===== config.mk =====
export PLATFORM = sky130hd
export DESIGN_NAME = reg_uart_dump_flat
export DESIGN_NICKNAME = d
export VERILOG_FILES = /design/src/rtl/reg_uart_dump_if.sv /design/src/rtl/reg_uart_dump.sv /design/src/flat_wrapper.sv
export SDC_FILE = /design/constraint.sdc
export NUM_CORES = 1
export LEC_CHECK = 0
export ABC_AREA = 0
export BUFFER_PORTS_ARGS = -buffer_cell sky130_fd_sc_hd__buf_2
export CORE_ASPECT_RATIO = 1.25
export CORE_UTILIZATION = 60
export CTS_BUF_LIST = sky130_fd_sc_hd__clkbuf_8
export DETAILED_ROUTE_END_ITERATION = 10
export GPL_TIMING_DRIVEN = 0
export PLACE_DENSITY = 0.92
export SYNTH_ARGS = -nofsm -noshare
export SYNTH_HDL_FRONTEND = slang
export SYNTH_SLANG_ARGS = --single-unit

===== constraint.sdc =====
create_clock -name clk -period 3 [get_ports clk]
set_input_delay 0.15 -clock clk [delete_from_list [all_inputs] [get_ports clk]]
set_output_delay 0.15 -clock clk [all_outputs]
set_load 0.05 [all_outputs]

===== src/rtl/reg_uart_dump_if.sv =====
// rtl/reg_uart_dump_if.sv - register-dump request/status and UART line bundle
interface reg_uart_dump_if;
    logic [31:0] regData;
    logic        start;
    logic        busy;
    logic        done;
    logic        tx;

    modport master (
        output regData,
        output start,
        input  busy,
        input  done,
        input  tx
    );

    modport slave (
        input  regData,
        input  start,
        output busy,
        output done,
        output tx
    );
endinterface


===== src/rtl/reg_uart_dump.sv =====
// rtl/reg_uart_dump.sv - dumps a 32-bit register as 8 uppercase hex digits (+CRLF) over 8N1 UART
module reg_uart_dump #(
    parameter int CLK_DIV   = 868,
    parameter bit SEND_CRLF = 1'b1
) (
    input  logic           clk,
    input  logic           rst,
    reg_uart_dump_if.slave bus
);

    localparam logic [3:0]  LAST_CHAR = SEND_CRLF ? 4'd9 : 4'd7;
    localparam logic [15:0] TICK_MAX  = 16'(CLK_DIV - 1);

    typedef enum logic [1:0] {IDLE, START, DATA, STOP} state_t;

    state_t      state, state_n;
    logic [15:0] timer, timer_n;
    logic [2:0]  bit_idx, bit_n;
    logic [3:0]  char_idx, char_n;
    logic [31:0] shadow, shadow_n;
    logic        tx_q, tx_n;
    logic        busy_q, busy_n;
    logic        done_q, done_n;

    logic        tick;
    logic [2:0]  nib_sel;
    logic [3:0]  nibble;
    logic [7:0]  cur_char;
    logic [2:0]  next_bit;

    assign tick     = (timer == TICK_MAX);
    assign next_bit = bit_idx + 3'd1;

    // Character 0 is the most significant nibble; 8 and 9 are CR and LF.
    always_comb begin
        nib_sel = 3'd7 - char_idx[2:0];
        nibble  = shadow[{nib_sel, 2'b00} +: 4];
        if (char_idx == 4'd8)
            cur_char = 8'h0D;
        else if (char_idx == 4'd9)
            cur_char = 8'h0A;
        else if (nibble < 4'd10)
            cur_char = 8'h30 + {4'd0, nibble};
        else
            cur_char = 8'h37 + {4'd0, nibble};
    end

    always_ff @(posedge clk or posedge rst) begin
        if (rst) begin
            state    <= IDLE;
            timer    <= '0;
            bit_idx  <= '0;
            char_idx <= '0;
            shadow   <= '0;
            tx_q     <= 1'b1;
            busy_q   <= 1'b0;
            done_q   <= 1'b0;
        end else begin
            state    <= state_n;
            timer    <= timer_n;
            bit_idx  <= bit_n;
            char_idx <= char_n;
            shadow   <= shadow_n;
            tx_q     <= tx_n;
            busy_q   <= busy_n;
            done_q   <= done_n;
        end
    end

    // tx is registered, so each branch sets the level for the bit that begins on this edge.
    always_comb begin
        state_n  = state;
        timer_n  = timer;
        bit_n    = bit_idx;
        char_n   = char_idx;
        shadow_n = shadow;
        tx_n     = tx_q;
        busy_n   = busy_q;
        done_n   = 1'b0;

        if (state != IDLE)
            timer_n = tick ? 16'd0 : timer + 16'd1;

        case (state)
            IDLE: begin
                tx_n    = 1'b1;
                busy_n  = 1'b0;
                timer_n = '0;
                if (bus.start) begin
                    shadow_n = bus.regData;
                    char_n   = '0;
                    bit_n    = '0;
                    state_n  = START;
                    tx_n     = 1'b0;
                    busy_n   = 1'b1;
                end
            end
            START: begin
                if (tick) begin
                    state_n = DATA;
                    bit_n   = '0;
                    tx_n    = cur_char[0];
                end
            end
            DATA: begin
                if (tick) begin
                    if (bit_idx == 3'd7) begin
                        state_n = STOP;
                        tx_n    = 1'b1;
                    end else begin
                        bit_n = next_bit;
                        tx_n  = cur_char[next_bit];
                    end
                end
            end
            STOP: begin
                if (tick) begin
                    if (char_idx == LAST_CHAR) begin
                        state_n = IDLE;
                        busy_n  = 1'b0;
                        done_n  = 1'b1;
                        tx_n    = 1'b1;
                        char_n  = '0;
                    end else begin
                        char_n  = char_idx + 4'd1;
                        state_n = START;
                        tx_n    = 1'b0;
                    end
                end
            end
            default: state_n = IDLE;
        endcase
    end

    assign bus.tx   = tx_q;
    assign bus.busy = busy_q;
    assign bus.done = done_q;

endmodule


===== src/flat_wrapper.sv =====
// flat-port wrapper written by rule: the top's interface ports become plain ports
module reg_uart_dump_flat 
#(
    parameter int CLK_DIV   = 868,
    parameter bit SEND_CRLF = 1'b1
)
  (clk, rst, bus_regData, bus_start, bus_busy, bus_done, bus_tx);
  reg_uart_dump_if bus_i ();
  input  logic clk;
  input  logic rst;
  input wire logic [$bits(bus_i.regData)-1:0] bus_regData;
  input wire logic [$bits(bus_i.start)-1:0] bus_start;
  output wire logic [$bits(bus_i.busy)-1:0] bus_busy;
  output wire logic [$bits(bus_i.done)-1:0] bus_done;
  output wire logic [$bits(bus_i.tx)-1:0] bus_tx;
  assign bus_i.regData = bus_regData;
  assign bus_i.start = bus_start;
  assign bus_busy = bus_i.busy;
  assign bus_done = bus_i.done;
  assign bus_tx = bus_i.tx;
  reg_uart_dump #(.CLK_DIV(CLK_DIV), .SEND_CRLF(SEND_CRLF)) u_core (.clk(clk), .rst(rst), .bus(bus_i));
endmodule

After elaboration in Yosys (flattened, before gate mapping)
Cells that the tools add are included.

storage, ports and cells
  register bits = 60
  latch bits = 0
  bits in writable memories = 0
  memory bits (read-only) = 0
  bits of input ports = 35
  output and inout bits = 3
  logic and storage cells = 79
  memories kept = 0

cells by class
  $add $sub $neg = 6
  $mul = 0
  div/mod/pow operators = 0
  order comparisons = 2
  equality and inequality tests = 14
  shift-type cells = 1
  mux-type cells = 37
  bitwise gates (word level) = 0
  reductions and logical operators = 11

operator list
  operator                                                              number
  16-bit 2-to-1 mux                                                     3
  32-bit by 6-bit variable part select with 4-bit output                1
  8-bit 2-to-1 mux                                                      3
  16-bit by 1-bit adder with 16-bit output, second input constant       1
  16-bit by 10-bit == test with 1-bit output, second input constant     1
  6-bit by 4-bit adder with 7-bit output, first input constant          2
  1-bit 2-to-1 mux                                                      13
  3-bit 2-to-1 mux                                                      4
  4-bit 2-to-1 mux                                                      3
  2-bit 2-to-1 mux                                                      5
  2-bit by 1-bit != test with 1-bit output, second input constant       5
  5-bit AND reduction                                                   2
  3-bit one-hot mux with 3 select lines                                 1
  3-bit AND reduction                                                   3
  4-bit == test, second input constant                                  2
  2-bit one-hot mux with 4 select lines                                 1
  4-bit one-hot mux with 2 select lines                                 1
  2-bit nonzero test                                                    3
  4-bit by 1-bit adder with 4-bit output, second input constant         1
  2-bit == test, second input constant                                  2
  3-bit by 4-bit < comparator with 1-bit output, second input constant  1
  4-bit < comparator, second input constant                             1
  2-bit != test, second input constant                                  2
  1-bit one-hot mux with 4 select lines                                 1
  other kinds (9)                                                       9

Depth between registers and ports, before layout
Gate-level depths: netlist (run 1).

  depth in word-level cells = 11
  mapped depth = 10
  depth with buffers taken out = 9

Worst setup path before layout (run 1)
OpenSTA, ideal clock, no wires.

  path type = register -> register
  start point = register u_core.char_idx[0]
  end point = register u_core.tx_q (netlist: u_core.bus.tx)
  library setup time = 0.075 ns
  arrival = 2.130 ns
  data required time = 2.925 ns
  slack = 0.795 ns
  stages on the path, launching flop included = 10
  path buffers = 1
  period minus slack after synthesis = 2.205 ns
  path through = dfrtp_1 buf_6 mux4_2 mux2i_4 ha_1 or4_1 o211ai_1 o21ai_1 a21bo_1 o211ai_2

between the ends
  word-level cells in the longest chain between the ends = 11

ends and longest elaborated chain
  item                                                            RTL line              source
  start, declared                                                 reg_uart_dump.sv:19   logic [3:0] char_idx, char_n;
  start signal, assigned                                          reg_uart_dump.sv:62   char_idx <= char_n;
  3-bit subtractor                                                reg_uart_dump.sv:36   nib_sel = 3'd7 - char_idx[2:0];
  32-bit by 6-bit variable part select with 4-bit output          reg_uart_dump.sv:37   nibble = shadow[{nib_sel, 2'b00} +: 4];
  6-bit by 4-bit adder with 7-bit output (tied with other cells)  reg_uart_dump.sv:45   cur_char = 8'h37 + {4'd0, nibble};
  8-bit 2-to-1 mux                                                reg_uart_dump.sv:42   else if (nibble < 4'd10)
  8-bit 2-to-1 mux                                                reg_uart_dump.sv:40   else if (char_idx == 4'd9)
  8-bit 2-to-1 mux                                                reg_uart_dump.sv:38   if (char_idx == 4'd8)
  1-bit binary-select mux with 3-bit select                       reg_uart_dump.sv:112  tx_n = cur_char[next_bit];
  1-bit 2-to-1 mux (not written as such)                          reg_uart_dump.sv:112
  1-bit 2-to-1 mux                                                reg_uart_dump.sv:107  if (bit_idx == 3'd7) begin
  1-bit 2-to-1 mux                                                reg_uart_dump.sv:106  if (tick) begin
  1-bit one-hot mux with 4 select lines *                         reg_uart_dump.sv:84   case (state)
  end signal, assigned                                            reg_uart_dump.sv:64   tx_q <= tx_n;
  end, declared                                                   reg_uart_dump.sv:21   logic tx_q, tx_n;

Every way passes the cells marked *; elsewhere a longest branch is shown, timed or not. The select of a mux whose other input is x is not followed.
A chain may end at the register's enable or synchronous reset.

Final worst setup path (run 1)
Ends and elaborated chain as after synthesis.

==> metrics.txt, run 1 <==
status finished, final reports clean; data arrival at the endpoint of the critical path approximately 2.8 ns; R2R setup slack 0.50 ns; Ports 38; Worst Skew 0.00840 ns; worst path cell trace buf_6 -> mux4_1 -> mux2i_4 -> ha_1 -> nand3_1 -> mux2i_1 -> nand3_1 -> a21oi_1 -> a21oi_1 -> o211ai_2; n_diodes 0; Worst EP required 3.26 ns; P_leak about 1.8 nW; Post-CTS Resized 0; global route overflow 0; register area share after synthesis 47.4%; vias in the first global route 2319; Port Buffers 37; Routed met3 length around 230 µm; CTS max path bufs 2; CTS sink count 60; Area Growth Syn to Fin 14.8%; final setup fails 0; TritonCTS clock tree yes; Critical Path Source u_core.char_idx[0]; #FFs+latches synth 60; number of distinct library cells after synthesis 48; die footprint around 5600 µm²; Worst-path clk slew 0.07 ns; WL final 6360 µm; area leader, netlist dfrtp_1; cts bufs inserted 9; worst skew pair latency 0.33 ns; Netlist Area Pre-Place between 3000 and 4000 µm²; Largest stage delay, worst path 0.62 ns; fillcell total around 340; CP Capture Type flop; worst r2r src u_core.char_idx[0]; DP HPWL between 4000 and 5000 µm; via count 2289; fin worst setup slack 0.498 ns; final period utilization 83.4%; CP max stage cell mux4_1; max frequency 400 MHz; Iteration-0 DRC Markers ~110; worst relative slew slack a little under three fifths; Die W approximately 67 µm; Final Wtd Congestion about 0.81; TNS Setup 0 ns; pre-CTS setup slack ~0.54 ns; CP Class reg -> reg; First-pass DRT Iterations 4; count of final hold-check violations 0; initial antenna violation count 0; area fraction of the dominant cell type after synthesis ~47%; max-cap violations 0; critical path depth 10; Synth async-reset ratio 100%; global-route wire length before repair 11000 µm; DRC Markers 0; Setup Buffers After CTS 0; DR WL met2 3380 µm; wire length per cell 16.5 µm; core area between 5000 and 6000 µm²; reg-to-reg endpoint u_core.bus.tx; Layout Utilization between 70% and 80%; CTS root buffer clkbuf_8; fin nets 367; worst setup path end u_core.bus.tx; RSZ-0062 raised after global routing no; Worst Path Buf+Inv 1; PD cells about 410 nW/µm²; Gate Count Post-Synth 270; count leader, synth dfrtp_1; M1 WL 2640 µm; min cycle time layout 2.50 ns; syn nets 317; CP delay by family, top multiplexers; Hold Buf Count CTS 1; Post-synth EDFFs 0; largest net degree at the start of global routing 43; Antenna Nets Post-Route 0; synth warn 0; Highest Signal Layer met4; Vias/cell 5.93; worst vdd ir about 0.45 mV; number of H-tree levels 3; Slew @ Worst Pin ~0.67 ns; largest cells by area after synthesis dfrtp_1, mux2_1, ha_1; hold crit path type in -> reg; Starting Density 62.4%; Vert. Die Dim 83.2 µm; max-slew violations 0; Rows 29; GRT Total Usage 26.8%; worst reg2reg path depth 10; Post-synth top cells dfrtp_1, mux2_1, nor2_1; share of cells above drive strength 1 approximately a quarter; CP Launch Type flop; Synth Flop Type dfrtp_1; Critical Path Fanout Max 10; syn_area_per_cell between 10 and 15 µm²
-- per-stage QoR --
step	total power, mW	instances	hold WS [ns]	cell area [µm²]
global placement	0.862	369	0.360	3430
CTS	1.50	386	0.0186	3640
detailed placement	0.867	370	0.177	3450
global route	1.53	386	0.0251	3640
finish	1.49	386	0.0238	3640
floorplan	0.836	270	0.282	3170
-- final cells by class --
type / instances / area, µm² / area share, %
Buffer: 10 / 48.8 / 1.34
Clock buffer: 11 / 151 / 4.16
Clock inverter: 4 / 25.0 / 0.688
Inverter: 8 / 30.0 / 0.826
Multi-Input combinational cell: 192 / 1590 / 43.6
Sequential cell: 60 / 1500 / 41.3
Tap cell: 62 / 77.6 / 2.13
Timing Repair Buffer: 39 / 215 / 5.92
-- where the power goes --
part           total [mW]  switching (mW)  internal [mW]
Combinational      0.0423          0.0230         0.0193
Clock               0.643           0.306          0.337
Sequential          0.809               0          0.809
-- registers in the layout, summed over array words and instances (netlist names) --
signal and flops:
u_core.shadow 32, u_core.timer 16, u_core.char_idx 4, u_core.bit_idx 3, u_core.state 2, u_core.bus.busy 1, u_core.bus.done 1, u_core.bus.tx 1
-- worst min-delay path by stage --
stage	from	endpoint	slack (ns)	cells after the start
after floorplan	bus_regData[30]	u_core.shadow[30]	0.28	1
after global placement	bus_regData[25]	u_core.shadow[25]	0.36	2
after detailed placement	rst	u_core.bus.done	0.18	2
after CTS	bus_regData[12]	u_core.shadow[12]	0.02	2
after global routing	bus_regData[12]	u_core.shadow[12]	0.03	2
final	bus_regData[12]	u_core.shadow[12]	0.02	2
-- logic make-up (layout without fill, tap and decap cells) --
group	after synthesis	in the layout	synth area share, %
AND/OR/NAND/NOR	82	82	12.5
flip-flops	60	60	47.4
multiplexers	49	49	21.5
AO/OA/AOI/OAI	33	33	6.91
buffers and inverters	18	72	2.49
XOR/XNOR	16	16	4.42
adder cells (fa/ha/maj)	12	12	4.74
-- cells in the final DEF (no fill, tap or decap), types with 10 or more instances in the layout --
cell / count
dfrtp_1: 59
mux2_1: 27
clkbuf_8: 11
nor2_1: 25
nand3_1: 11
xor2_1: 12
buf_2: 37
ha_1: 12
o21ai_1: 10
nand2_1: 17
-- layer usage --
| metal | global-route usage [%] | vias up |
|---|---|---|
| met5 | 0 | - |
| met3 | 5.36 | 13 |
| met1 | 34.3 | 1149 |
| met2 | 44.3 | 58 |
| li1 | - | 1069 |
| met4 | 10.1 | 0 |
Power figures use the tool's default switching activity.
==> run 2: changes to the inputs <==
Settings changed: ABC_AREA 0 to 1, CORE_UTILIZATION 60 to 55, PLACE_DENSITY 0.92 to 0.89.
Clock period 3 ns to 2.1 ns, I/O delays scaled along.
==> metrics.txt, run 2 <==
Ports 38 (unchanged); Iteration-0 DRC Markers 228 (+120%); Antenna Nets Post-Route 0 (unchanged); hold crit path type in -> reg; number of distinct library cells after synthesis 36 (-25%); Vert. Die Dim 90.3 µm (+8.4%); Netlist Area Pre-Place 3430 µm² (+8.2%); vias in the first global route 3249 (+40%); syn nets 482 (+52%); Vias/cell 5.42 (-8.6%); worst r2r src u_core.char_idx[0]; Largest stage delay, worst path 0.40 ns (-0.22 ns); CP Capture Type flop; worst vdd ir 0.624 mV (+40%); Fin Hold WS 0.00281 ns (-0.0210 ns); Top reg by flops u_core.shadow; Final Wtd Congestion 0.834 (+3.1%); Hold Crit Endpoint u_core.shadow[30]; status complete, but fails checks; complex-gate fraction of the synthesized area 9.93% (+3.0 points); Starting Density 58.1% (-4.2 points); crit-path most repeated cell nand2_1; CP max stage cell dfrtp_1; final instance area 4240 µm² (+17%); GRT Total Usage 27.3% (+0.43 points); final setup fails 1 (+1); global-route wire length before repair 13700 µm (+24%); CP Launch Type flop; Port Buffers 37 (unchanged); synth warn 0 (unchanged); global route overflow 0 (unchanged); largest family of logic cells by synthesized area simple AND/OR/NAND/NOR gates; reg-to-reg endpoint u_core.bus.tx; area fraction of the dominant cell type after synthesis 43.1% (-3.5 points); core area 5900 µm² (+16%); violated checks setup timing; data arrival at the endpoint of the critical path 2.47 ns (-0.29 ns); share of cells above drive strength 1 24.7% (+0.58 points); DP HPWL 5380 µm (+13%); largest cells by area after synthesis dfrtp_1, nand2_1, nor2_1; max frequency 459 MHz (+15%); fillcell total 429 (+25%); min cycle time layout 2.18 ns (-0.325 ns); Area Growth Syn to Fin 23.8%; syn_area_per_cell 7.88 µm² (-33%); CP Class reg -> reg; Slew @ Worst Pin 0.581 ns (-0.0869 ns); simple-gate portion of the synthesized area 29.6% (+17 points); cts bufs inserted 9 (unchanged); CTS max path bufs 2 (unchanged); Post-Synth Adder-Cell Area 4.38% (-0.36 points); worst relative slew slack 61.2% (+5.7 points); die footprint 6550 µm² (+18%); Worst Hold Depth 3 (+1); commonest cells after routing, fill and taps aside nand2_1, inv_1, nor2_1; register area share after synthesis 43.8% (-3.6 points); final period utilization 104% (+20 points); largest net degree at the start of global routing 36 (-16%); Synth Area in XOR/XNOR 1.28% (-3.1 points); Worst EP required 2.39 ns (-0.87 ns); RSZ-0062 raised after global routing yes; Worst Skew 0.00989 ns (+0.00149 ns); DRC Markers 0 (unchanged); worst reg2reg path depth 22 (+12); Post-synth EDFFs 0 (unchanged); via count 3214 (+40%); P_leak 2.22 nW (+26%); worst path cell trace buf_6 -> inv_4 -> buf_6 -> buf_12 -> buf_4 -> nand2_1 -> nand3_2 -> nand2_1 -> nand2_1 -> nand2_2 -> nand2_4 -> nand2_1 -> nand3_1 -> nand2_1 -> nand2_1 -> nand2_1 -> nand2_1 -> nand2_1 -> nand2_1 -> nand2_1 -> nand2_1 -> nand2_1; DP Area 3730 µm² (+8.2%); Worst-path clk slew 0.07 ns (about the same); CTS sink count 60 (unchanged); area leader, netlist dfrtp_1; hold path startpoint bus_regData[30]; Largest register FFs 32 (unchanged); PD cells 573 nW/µm² (+40%); fin worst setup slack -0.0775 ns (-0.575 ns); Synth Flop Type dfrtp_1; WL final 8520 µm (+34%); mux contribution to synthesized area 0.986% (-21 points); First-pass DRT Iterations 5 (+1); worst skew pair latency 0.35 ns (+0.02 ns); max-slew violations 0 (unchanged); Synth async-reset ratio 100% (unchanged); CTS root buffer clkbuf_8; Rows 31 (+6.9%); count of final hold-check violations 0 (unchanged); #FFs+latches synth 60 (unchanged); number of H-tree levels 3 (unchanged); n_diodes 0 (unchanged); max-cap violations 0 (unchanged); Die W 72.6 µm (+8.4%); most common cell after layout, fill and taps aside nand2_1; wire length per cell 14.4 µm (-13%); TritonCTS clock tree yes; fin nets 553 (+51%); Post-synth top cells nand2_1, nor2_1, inv_1; TNS Setup -0.0775 ns (-0.0775 ns); R2R setup slack -0.08 ns (-0.58 ns); Gate Count Post-Synth 435 (+61%); Critical Path Fanout Max 5 (-5); Largest regs u_core.shadow: 32 flops, u_core.timer: 16 flops, u_core.char_idx: 4 flops; count leader, synth nand2_1; initial antenna violation count 0 (unchanged)
==> run 2: cell types whose count changed after synthesis, sizes merged, moves of 7 or more <==
cell,before,now
nand2,17,95
inv,8,64
nor2,25,62
a21oi,8,42
mux2,34,3
nand3,11,36
mux4,8,0
mux2i,7,0
xor2,12,5
==> run 2: worst max path at each step <==
stage,start,endpoint,slack [ns],cells past startpoint
3_3_place_gp,rst,u_core.bit_idx[2],-0.18,2
4_1_cts,u_core.char_idx[0],u_core.bus.tx,-0.008,21
2_1_floorplan,u_core.char_idx[0],u_core.bus.tx,0.15,22
6_report,u_core.char_idx[0],u_core.bus.tx,-0.08,22
5_1_grt,u_core.char_idx[0],u_core.bus.tx,-0.17,22
3_5_place_dp,u_core.state[0],u_core.shadow[8],-0.21,7
==> run 2: kinds of logic after synthesis <==
kind of cell	Yosys count
multiplexers	3
buffers and inverters	79
AND/OR/NAND/NOR	213
flip-flops	60
XOR/XNOR	5
adder cells (fa/ha/maj)	12
AO/OA/AOI/OAI	63
==> run 2: worst max-delay path: cells and delay by family, from the launching register on <==
| family | cells | cell delay [ns] |
|---|---|---|
| flip-flops | 1 | 0.40 |
| AND/OR/NAND/NOR | 17 | 1.18 |
| buffers and inverters | 5 | 0.56 |
==> run 2: layer usage <==
metal	routed length (µm)	global-route usage, %
met1	3400	30.5
met2	4400	47.4
met3	499	7.03
met4	208	12.7
met5	0	0
==> run 2: metrics by stage <==
stage | instances | setup slack (ns) | utilization [%] | power, mW
6_report | 593 | -0.0775 | 71.9 | 2.43
5_1_grt | 593 | -0.171 | 71.9 | 2.50
4_1_cts | 590 | -0.00778 | 70.5 | 2.43
3_5_place_dp | 555 | -0.213 | 63.3 | 1.27
3_3_place_gp | 554 | -0.176 | 63.0 | 1.26
2_1_floorplan | 435 | 0.150 | - | 1.22
==> run 2: report_power, final <==
part | leakage [nW] | total (mW) | switching (mW) | internal (mW)
Sequential | 0.646 | 1.16 | 0.000354 | 1.16
Clock | 0.117 | 1.17 | 0.477 | 0.690
Combinational | 1.45 | 0.108 | 0.0564 | 0.0520
==> run 2: area by class of cell <==
class / count / area (µm²) / share of cell area [%]
well taps: 82 / 103 / 2.42
clock buffers: 10 / 138 / 3.24
flip-flops and latches: 60 / 1500 / 35.4
clock inverters: 6 / 78.8 / 1.86
inverters: 65 / 250 / 5.90
multi-input cells: 296 / 1650 / 38.8
repair buffers: 62 / 440 / 10.4
plain buffers: 12 / 81.3 / 1.92
==> run 2: timing repair <==
item	CTS	global route
buffers inserted	7	5
endpoints found under the hold margin	36	0
setup endpoints to repair	11	22
hold buffers	12	0
pin swaps	6	15
resized for setup	7	18
cloned	0	0
